[src/rtl/io_interconnect_pkg.sv]
// Shared types and width helpers for the IO interconnect and its round-robin arbiter.
package io_interconnect_pkg;

   typedef enum logic [1:0] {
      IDLE    = 2'd0,
      ISSUE   = 2'd1,
      RESPOND = 2'd2
   } io_state_t;

   // Core-index width, never narrower than one bit so a single-core build still has a port.
   function automatic int core_id_width(input int n);
      return (n > 1) ? $clog2(n) : 1;
   endfunction

endpackage

[src/rtl/io_interconnect_rr_arbiter.sv]
// Round-robin arbiter: one-hot grant of the first request at or after the pointer;
// the pointer moves past the winner only when the caller commits the grant.
module rr_arbiter
   import io_interconnect_pkg::*;
#(
   parameter int  NUM_REQUESTERS = 4,
   localparam int IDX_W          = core_id_width(NUM_REQUESTERS)
) (
   input  logic                      clk,
   input  logic                      reset,
   input  logic [NUM_REQUESTERS-1:0] i_req,
   input  logic                      i_update_en,
   output logic [NUM_REQUESTERS-1:0] o_grant,
   output logic [IDX_W-1:0]          o_grant_idx,
   output logic                      o_any
);

   logic [IDX_W-1:0]          r_ptr;
   logic [NUM_REQUESTERS-1:0] w_req_hi;
   logic [NUM_REQUESTERS-1:0] w_req_sel;

   // Requests at or above the pointer take priority; otherwise wrap to the lowest index.
   always_comb begin
      w_req_hi = '0;
      for (int i = 0; i < NUM_REQUESTERS; i++) begin
         w_req_hi[i] = i_req[i] && (i >= int'(r_ptr));
      end
      w_req_sel = (|w_req_hi) ? w_req_hi : i_req;
   end

   always_comb begin
      o_grant     = '0;
      o_grant_idx = '0;
      o_any       = 1'b0;
      for (int i = 0; i < NUM_REQUESTERS; i++) begin
         if (!o_any && w_req_sel[i]) begin
            o_grant[i]  = 1'b1;
            o_grant_idx = IDX_W'(i);
            o_any       = 1'b1;
         end
      end
   end

   always_ff @(posedge clk or negedge reset) begin
      if (!reset) begin
         r_ptr <= '0;
      end else if (i_update_en && o_any) begin
         r_ptr <= (o_grant_idx == IDX_W'(NUM_REQUESTERS - 1)) ? '0 : o_grant_idx + 1'b1;
      end
   end

endmodule

[src/rtl/io_interconnect.sv]
// Uncached IO interconnect: round-robin arbitration of core load/store requests onto a
// single IO device port, with io_ready handshake, timeout abort and tagged responses.
module io_interconnect
   import io_interconnect_pkg::*;
#(
   parameter int  NUM_REQUESTERS  = 4,
   parameter int  ADDR_WIDTH      = 32,
   parameter int  DATA_WIDTH      = 32,
   parameter int  THREAD_ID_WIDTH = 2,
   parameter int  TIMEOUT_CYCLES  = 1024,
   localparam int CORE_ID_WIDTH   = core_id_width(NUM_REQUESTERS)
) (
   input  logic                                  clk,
   input  logic                                  reset,
   input  logic [NUM_REQUESTERS-1:0]             req_valid,
   input  logic [NUM_REQUESTERS-1:0]             req_store,
   input  logic [NUM_REQUESTERS*ADDR_WIDTH-1:0]  req_address,
   input  logic [NUM_REQUESTERS*DATA_WIDTH-1:0]  req_write_data,
   input  logic [NUM_REQUESTERS*THREAD_ID_WIDTH-1:0] req_thread,
   output logic [NUM_REQUESTERS-1:0]             req_ready,
   output logic                                  rsp_valid,
   output logic [CORE_ID_WIDTH-1:0]              rsp_core,
   output logic [THREAD_ID_WIDTH-1:0]            rsp_thread,
   output logic [DATA_WIDTH-1:0]                 rsp_read_data,
   output logic                                  rsp_error,
   output logic                                  io_write_en,
   output logic                                  io_read_en,
   output logic [ADDR_WIDTH-1:0]                 io_address,
   output logic [DATA_WIDTH-1:0]                 io_write_data,
   input  logic [DATA_WIDTH-1:0]                 io_read_data,
   input  logic                                  io_ready
);

   localparam int CNT_W = $clog2(TIMEOUT_CYCLES);

   io_state_t                     r_state, w_state_next;
   logic [NUM_REQUESTERS-1:0]     w_grant;
   logic [CORE_ID_WIDTH-1:0]      w_grant_idx;
   logic                          w_any, w_accept, w_timeout;
   logic                          w_sel_store;
   logic [ADDR_WIDTH-1:0]         w_sel_address;
   logic [DATA_WIDTH-1:0]         w_sel_wdata;
   logic [THREAD_ID_WIDTH-1:0]    w_sel_thread;

   logic                          r_store, r_error;
   logic [ADDR_WIDTH-1:0]         r_address;
   logic [DATA_WIDTH-1:0]         r_wdata, r_rdata;
   logic [THREAD_ID_WIDTH-1:0]    r_thread;
   logic [CORE_ID_WIDTH-1:0]      r_core;
   logic [CNT_W-1:0]              r_count;

   rr_arbiter #(.NUM_REQUESTERS(NUM_REQUESTERS)) u_arbiter (
      .clk         (clk),
      .reset       (reset),
      .i_req       (req_valid),
      .i_update_en (w_accept),
      .o_grant     (w_grant),
      .o_grant_idx (w_grant_idx),
      .o_any       (w_any)
   );

   // Reset gates acceptance so req_ready stays low while reset is held.
   assign w_accept  = (r_state == IDLE) && w_any && reset;
   assign w_timeout = (r_count == CNT_W'(TIMEOUT_CYCLES - 1)) && !io_ready;

   // One-hot AND-OR select of the granted core's request fields.
   always_comb begin
      w_sel_store   = 1'b0;
      w_sel_address = '0;
      w_sel_wdata   = '0;
      w_sel_thread  = '0;
      for (int i = 0; i < NUM_REQUESTERS; i++) begin
         w_sel_store   |= w_grant[i] & req_store[i];
         w_sel_address |= {ADDR_WIDTH{w_grant[i]}} & req_address[i*ADDR_WIDTH +: ADDR_WIDTH];
         w_sel_wdata   |= {DATA_WIDTH{w_grant[i]}} & req_write_data[i*DATA_WIDTH +: DATA_WIDTH];
         w_sel_thread  |= {THREAD_ID_WIDTH{w_grant[i]}} & req_thread[i*THREAD_ID_WIDTH +: THREAD_ID_WIDTH];
      end
   end

   always_ff @(posedge clk or negedge reset) begin
      if (!reset) r_state <= IDLE;
      else        r_state <= w_state_next;
   end

   always_comb begin
      w_state_next = r_state;
      unique case (r_state)
         IDLE:    if (w_accept) w_state_next = ISSUE;
         ISSUE:   if (io_ready || w_timeout) w_state_next = RESPOND;
         RESPOND: w_state_next = IDLE;
         default: w_state_next = IDLE;
      endcase
   end

   always_ff @(posedge clk or negedge reset) begin
      if (!reset) begin
         r_store   <= 1'b0;
         r_error   <= 1'b0;
         r_address <= '0;
         r_wdata   <= '0;
         r_rdata   <= '0;
         r_thread  <= '0;
         r_core    <= '0;
         r_count   <= '0;
      end else begin
         unique case (r_state)
            IDLE: if (w_accept) begin
               r_store   <= w_sel_store;
               r_address <= w_sel_address;
               r_wdata   <= w_sel_wdata;
               r_thread  <= w_sel_thread;
               r_core    <= w_grant_idx;
               r_rdata   <= '0;
            end
            ISSUE: begin
               if (io_ready)       r_rdata <= r_store ? '0 : io_read_data;
               else if (w_timeout) r_error <= 1'b1;
               else                r_count <= r_count + 1'b1;
            end
            RESPOND: begin
               r_count <= '0;
               r_error <= 1'b0;
            end
            default: ;
         endcase
      end
   end

   always_comb begin
      req_ready     = '0;
      rsp_valid     = 1'b0;
      rsp_core      = '0;
      rsp_thread    = '0;
      rsp_read_data = '0;
      rsp_error     = 1'b0;
      io_write_en   = 1'b0;
      io_read_en    = 1'b0;
      io_address    = '0;
      io_write_data = '0;
      unique case (r_state)
         IDLE: if (w_accept) req_ready = w_grant;
         ISSUE: begin
            io_write_en   = r_store;
            io_read_en    = !r_store;
            io_address    = r_address;
            io_write_data = r_wdata;
         end
         RESPOND: begin
            rsp_valid     = 1'b1;
            rsp_core      = r_core;
            rsp_thread    = r_thread;
            rsp_read_data = r_rdata;
            rsp_error     = r_error;
         end
         default: ;
      endcase
   end

endmodule

[config.mk]
export PLATFORM = sky130hd
export DESIGN_NAME = io_interconnect
export DESIGN_NICKNAME = d
export VERILOG_FILES = /design/src/rtl/io_interconnect_pkg.sv /design/src/rtl/io_interconnect_rr_arbiter.sv /design/src/rtl/io_interconnect.sv
export SDC_FILE = /design/constraint.sdc
export NUM_CORES = 1
export LEC_CHECK = 0
export CAP_MARGIN = 20
export CORE_AREA = 2 2 167 169
export CTS_CLUSTER_SIZE = 25
export DETAILED_ROUTE_END_ITERATION = 12
export DIE_AREA = 0 0 169 171
export PLACE_DENSITY = 0.63
export SETUP_SLACK_MARGIN = 0.4
export SLEW_MARGIN = 25
export SYNTH_ARGS = -nofsm -noshare
export SYNTH_HDL_FRONTEND = slang
export SYNTH_SLANG_ARGS = --single-unit
[constraint.sdc]
create_clock -name clk -period 2.05 [get_ports clk]
set_input_delay 0.615 -clock clk [delete_from_list [all_inputs] [get_ports clk]]
set_output_delay 0.615 -clock clk [all_outputs]
set_load 0.05 [all_outputs]
==> flow_summary.json <==
{
  "pwr-share-clk": 0.144,
  "path_buf_inv": 5,
  "ctsHoldBuffers": 0,
  "cts_buffers": 17,
  "pwr-share-comb": 0.668,
  "max-vdd-ir-drop_uv": 538.2,
  "fillers": 2451,
  "fmax_ghz": 0.4147,
  "grt_pass1_vias": 7598,
  "synth_area_leaders": "dfrtp_1, a21oi_1, and2_1, a222oi_1, nor2_1",
  "ys_seq_area_frac": 0.4524,
  "wire_per_inst_um": 20.90,
  "syn_inst": 746,
  "cpMostUsedCell": "buf_12",
  "synth_area_leader_cell": "dfrtp_1",
  "outcome": "finished, violations left",
  "core_area_um2": 27320,
  "die_area_um2": 28900,
  "rsz0062_at_grt": "true",
  "grt_start_max_net_pins": 78,
  "syn_area_per_cell_um2": 8.601,
  "ys_types": 38,
  "p_switching_uw": 8631,
  "p_per_area_nw_per_um2": 1427,
  "max-slew-margin-rel": 0.5749,
  "power_leakage_uw": 0.005871,
  "end_kind": "output pin",
  "vias_per_cell": 5.000,
  "final_common_cell": "clkdlybuf4s50_1",
  "layout_common_cells": "clkdlybuf4s50_1, buf_12, dfrtp_1",
  "r2r_start": "r_state[0]$_DFFE_PN0P_",
  "arrival_ns": 1.80,
  "intPower_uw": 11820,
  "firstDrtPassIters": 8,
  "clock-skew-final_ns": 0.009542,
  "cts_max_level": 4,
  "drc_errors": 0,
  "layout_setup_ws_ns": -0.3615,
  "fin_crit_ns": 2.411,
  "critPathLaunch": "r_state[0]$_DFFE_PN0P_",
  "tritoncts": "done",
  "hold_path.class": "input pin to asynchronous set/reset pin",
  "worstMarginPinSlew_ns": 0.6376,
  "antenna_left": 0,
  "place.port_buffers": 414,
  "dp_hpwl_mm": 21.37,
  "place_congestion": 0.8265,
  "yosys_register_bits": 116,
  "start_util": 0.2348,
  "drtIter0Drc": 729,
  "fin_hold_ws_ns": 0.2914,
  "drv_slew": 0,
  "rows": 61,
  "cp_top_family": "buffers and inverters",
  "cp_cell_sequence": "buf_4, nand2b_4, inv_4, buf_12, bufbuf_16, and2_4, buf_12",
  "cpPeakStageDelay_ns": 0.38,
  "synth_top_area_frac": 0.4524,
  "setup_viol": 107,
  "final_util": 0.5248,
  "clkSlewWorstSetupHoldPaths_ns": 0.06,
  "cts-root-buf": "clkbuf_16",
  "finalCritPeriodShare": 1.176,
  "cp_max_fo": 6,
  "drv_cap": 0,
  "fin_nets": 1514,
  "globalRouteOverflowTotal": 0,
  "swShare": 0.4219,
  "clkSinkCount": 116,
  "dp_cells": 1486,
  "worstSetupPathType": "flip-flop to output pin",
  "die_h_um": 171,
  "syn_nets": 1054,
  "synthesis.area_um2": 6416,
  "grt_pass1_wl_mm": 43.27,
  "wl_mm": 32.74,
  "cts_buffer_depth": 2,
  "drive_above_1_share": 0.3519,
  "start_kind": "flip-flop",
  "num_io_pins": 415,
  "total_power_uw": 20460,
  "die_w_um": 169,
  "grt_use_total": 0.1962,
  "insertion_delay_ns": 0.42,
  "place_ws_ns": -0.6156,
  "power_frac_seq": 0.188,
  "ys_warn_count": 0,
  "final_cell_count_no_fill": 1566,
  "crit_required_ns": 1.43,
  "antenna_found_initial": 1,
  "violations": "setup timing",
  "vias": 7830,
  "area_delta_synth_final_pct": 123.5,
  "hold_violations": 0,
  "cpMaxStageDelayCell": "dfrtp_1"
}
-- worst paths after layout --
path                                             endpoint  slack (ns)  depth (start not counted)
max                                     rsp_read_data[25]       -0.36                          7
min                             r_address[30]$_DFFE_PN0P_        0.29                          2
max reg2reg                       r_rdata[31]$_DFFE_PN0P_        0.05                         10
min reg2reg                        r_rdata[4]$_DFFE_PN0P_        0.48                          2
max in group asynchronous  u_arbiter.r_ptr[0]$_DFFE_PN0P_        0.74                          3
min in group clk                   r_rdata[4]$_DFFE_PN0P_        0.48                          2
-- metal layers --
| layer | wire length [um] | GRT usage | vias up | share of wire |
|---|---|---|---|---|
| li1 | - | - | 3633 | - |
| met3 | 2568 | 0.05575 | 42 | 0.078 |
| met5 | 0 | 0 | - | 0 |
| met1 | 12960 | 0.2309 | 3776 | 0.40 |
| met2 | 16400 | 0.3405 | 379 | 0.50 |
| met4 | 803 | 0.07321 | 0 | 0.025 |
-- registers in the layout (all words and copies together), names as in the netlist --
signal           cells
r_address           32
r_core               2
r_count             10
r_error              1
r_rdata             32
r_state              2
r_store              1
r_thread             2
r_wdata             32
u_arbiter.r_ptr      2
-- stage by stage --
step / TNS, ns / area [um^2]
final: -28.39 / 14340
after global routing: -35.26 / 14340
after CTS: -28.47 / 13700
after detailed placement: -53.27 / 12750
after global placement: -69.52 / 12750
after floorplan: -0.3223 / 7116
-- what timing repair did --
item / CTS / global route
resized for setup: 44 / 53
setup buffers: 13 / 9
endpoints found under the setup margin: 214 / 234
pin swaps: 24 / 57
gates cloned: 5 / 20
-- power groups by stage --
stage	logic [uW]	registers [uW]	clock network [uW]
5_1_grt	14300	3980	3130
3_5_place_dp	11600	3880	0
3_3_place_gp	11600	3850	0
2_1_floorplan	6810	3670	0
6_report	13700	3860	2940
4_1_cts	12500	3820	3020
-- Yosys cell counts --
| cell | n |
|---|---|
| a21oi_1 | 139 |
| dfrtp_1 | 116 |
| and2_1 | 108 |
| nor2_1 | 77 |
| nand2_1 | 75 |
| a222oi_1 | 67 |
| clkbuf_1 | 47 |
| o21ai_0 | 32 |
| buf_2 | 11 |
| o21ai_1 | 7 |
| and3_1 | 6 |
| buf_4 | 6 |
| nand2b_1 | 6 |
| a31oi_1 | 5 |
| a21o_1 | 4 |
| inv_1 | 4 |
| nand3_1 | 4 |
| nor2b_1 | 4 |
| buf_6 | 3 |
| nand4_1 | 3 |
| o21a_1 | 3 |
| a21oi_2 | 2 |
| nor3_1 | 2 |
| a211o_1 | 1 |
| a22o_1 | 1 |
| ha_1 | 1 |
| nand3b_1 | 1 |
| nor3b_1 | 1 |
| nor4_1 | 1 |
| o221a_2 | 1 |
| o2bb2ai_1 | 1 |
| o311ai_0 | 1 |
| o31a_1 | 1 |
| o31ai_1 | 1 |
| or2_2 | 1 |
| or3b_1 | 1 |
| or4b_1 | 1 |
| xor2_1 | 1 |
-- cell type report --
type	count	area [um^2]	area share
timing repair buffer	508	6613	0.4611
antenna	1	2.502	0.0001745
sequential	116	2905	0.2026
clock inverter	15	146.4	0.01021
tap	346	432.9	0.03019
inverter	4	17.52	0.001222
clock buffer	17	425.4	0.02967
multi-input combinational	559	3797	0.2648
-- logic make-up (layout without fill, tap and decap cells) --
group                    after synthesis  in the layout  synth area share
other                                  0              1                 0
buffers and inverters                 71            544           0.05070
AND/OR/NAND/NOR                      291            291            0.2247
XOR/XNOR                               1              1          0.001365
AO/OA/AOI/OAI                        266            266            0.2689
flip-flops                           116            116            0.4524
adder cells (fa/ha/maj)                1              1          0.001950
(Power assumes the default switching activity.)
==> RTL edit, RTL diff (same settings) <==
Re-encode `io_state_t` (3 states) as one-hot, 3 bits wide.
--- a/src/rtl/io_interconnect_pkg.sv
+++ b/src/rtl/io_interconnect_pkg.sv
@@ -1,10 +1,10 @@
 // Shared types and width helpers for the IO interconnect and its round-robin arbiter.
 package io_interconnect_pkg;
 
-   typedef enum logic [1:0] {
-      IDLE    = 2'd0,
-      ISSUE   = 2'd1,
-      RESPOND = 2'd2
+   typedef enum logic [2:0] {
+      IDLE    = 3'b001,
+      ISSUE   = 3'b010,
+      RESPOND = 3'b100
    } io_state_t;
 
    // Core-index width, never narrower than one bit so a single-core build still has a port.
Check against the original RTL: same outputs for any inputs over 4 cycles, from zero or initial values and one cycle with reset low; so few cycles prove little.
==> RTL edit against the unedited design <==
Wire length up 22%; core utilization is 10 points higher; cell area is 20% higher; sequential cell count up 1; non-clock buffer count is 60 higher; sequential share of layout area fell by 3.2 points; cell count is 12% higher; power fell by 7.9%; die area unchanged; worst setup slack worse by 0.057 ns; the run still ends with negative setup slack left; synthesized area rose by 14%.
==> RTL edit: results (changes against the unedited design) <==
* Status: complete, but fails checks (unchanged)
* Failing checks: negative setup slack (unchanged)
* Ranking of synthesized cells by area: dfrtp_1, a41oi_1, a22oi_1 (was dfrtp_1, a21oi_1, and2_1)
* CP peak stage delay at 0.47 ns (was 0.38 ns)
* Final hold slack at 0.4320 ns (was 0.2914 ns)
* WL met1 at 15.56 mm (was 12.96 mm)
* Number of global-route vias before repair at 9628 (was 7598)
* Vias per inst at 5.300 (was 5.000)
* Total Routing Usage GR at 26.21% (was 19.62%)
* Slew @ Worst Pin at 0.7153 ns (was 0.6376 ns)
* Largest net degree at the start of global routing at 70 (was 78)
* Met2 Usage GRT at 45.79% (was 34.05%)
* LEAKAGE at 6.631 nW (was 5.871 nW)
* Cell family with most CP delay: flip-flops (was buffers and inverters)
* Pre-CTS setup slack at -0.6937 ns (was -0.6156 ns)
* Final Worst Setup Slack at -0.4184 ns (was -0.3615 ns)
* Commonest cells post-synth: dfrtp_1, nand2_1, nor2_1, and3_1, nand3_1 (was a21oi_1, dfrtp_1, and2_1, nor2_1, nand2_1)
* Setup Viol. Count Final at 165 (was 107)
* Worst Skew at 0.01440 ns (was 0.009542 ns)
* Register area share after synthesis at 39.94% (was 45.24%)
* First DRT Iteration DRCs at 522 (was 729)
* RR Startpoint: r_state[2]$_DFFE_PN0P_ (was r_state[0]$_DFFE_PN0P_)
* Sum Neg Setup Slack at -40.32 ns (was -28.39 ns)
* Dpl hpwl at 23.91 mm (was 21.37 mm)
* Final-layout fill cell count at 2151 (was 2451)
* FF-to-FF End: r_count[9]$_DFFE_PN0P_ (was r_rdata[31]$_DFFE_PN0P_)
* Crit path max-delay cell type: dfrtp_2 (was dfrtp_1)
-- RTL edit: cell families after synthesis --
| logic type | Yosys count | synth area share (%) |
|---|---|---|
| adder cells (fa/ha/maj) | 2 | 0.3411 |
| AND/OR/NAND/NOR | 457 | 30.42 |
| AO/OA/AOI/OAI | 163 | 17.79 |
| buffers and inverters | 122 | 6.772 |
| flip-flops | 117 | 39.94 |
| multiplexers | 33 | 4.504 |
| XOR/XNOR | 2 | 0.2389 |
-- RTL edit: cell type report --
cell class	count	share of cell area, %
timing repair buffer	568	44.48
multi-input combinational	657	31.86
sequential	117	17.06
tap	346	2.517
clock buffer	17	2.473
inverter	35	0.8365
clock inverter	15	0.7637
antenna	1	0.01455
-- RTL edit: repair_timing --
item                                   in CTS  in global routing
setup endpoints to repair                 223                224
resized for setup                         199                 76
endpoints found under the hold margin       0                  0
cloned                                     29                  3
setup buffers                              49                 14
pin swaps                                 131                 73
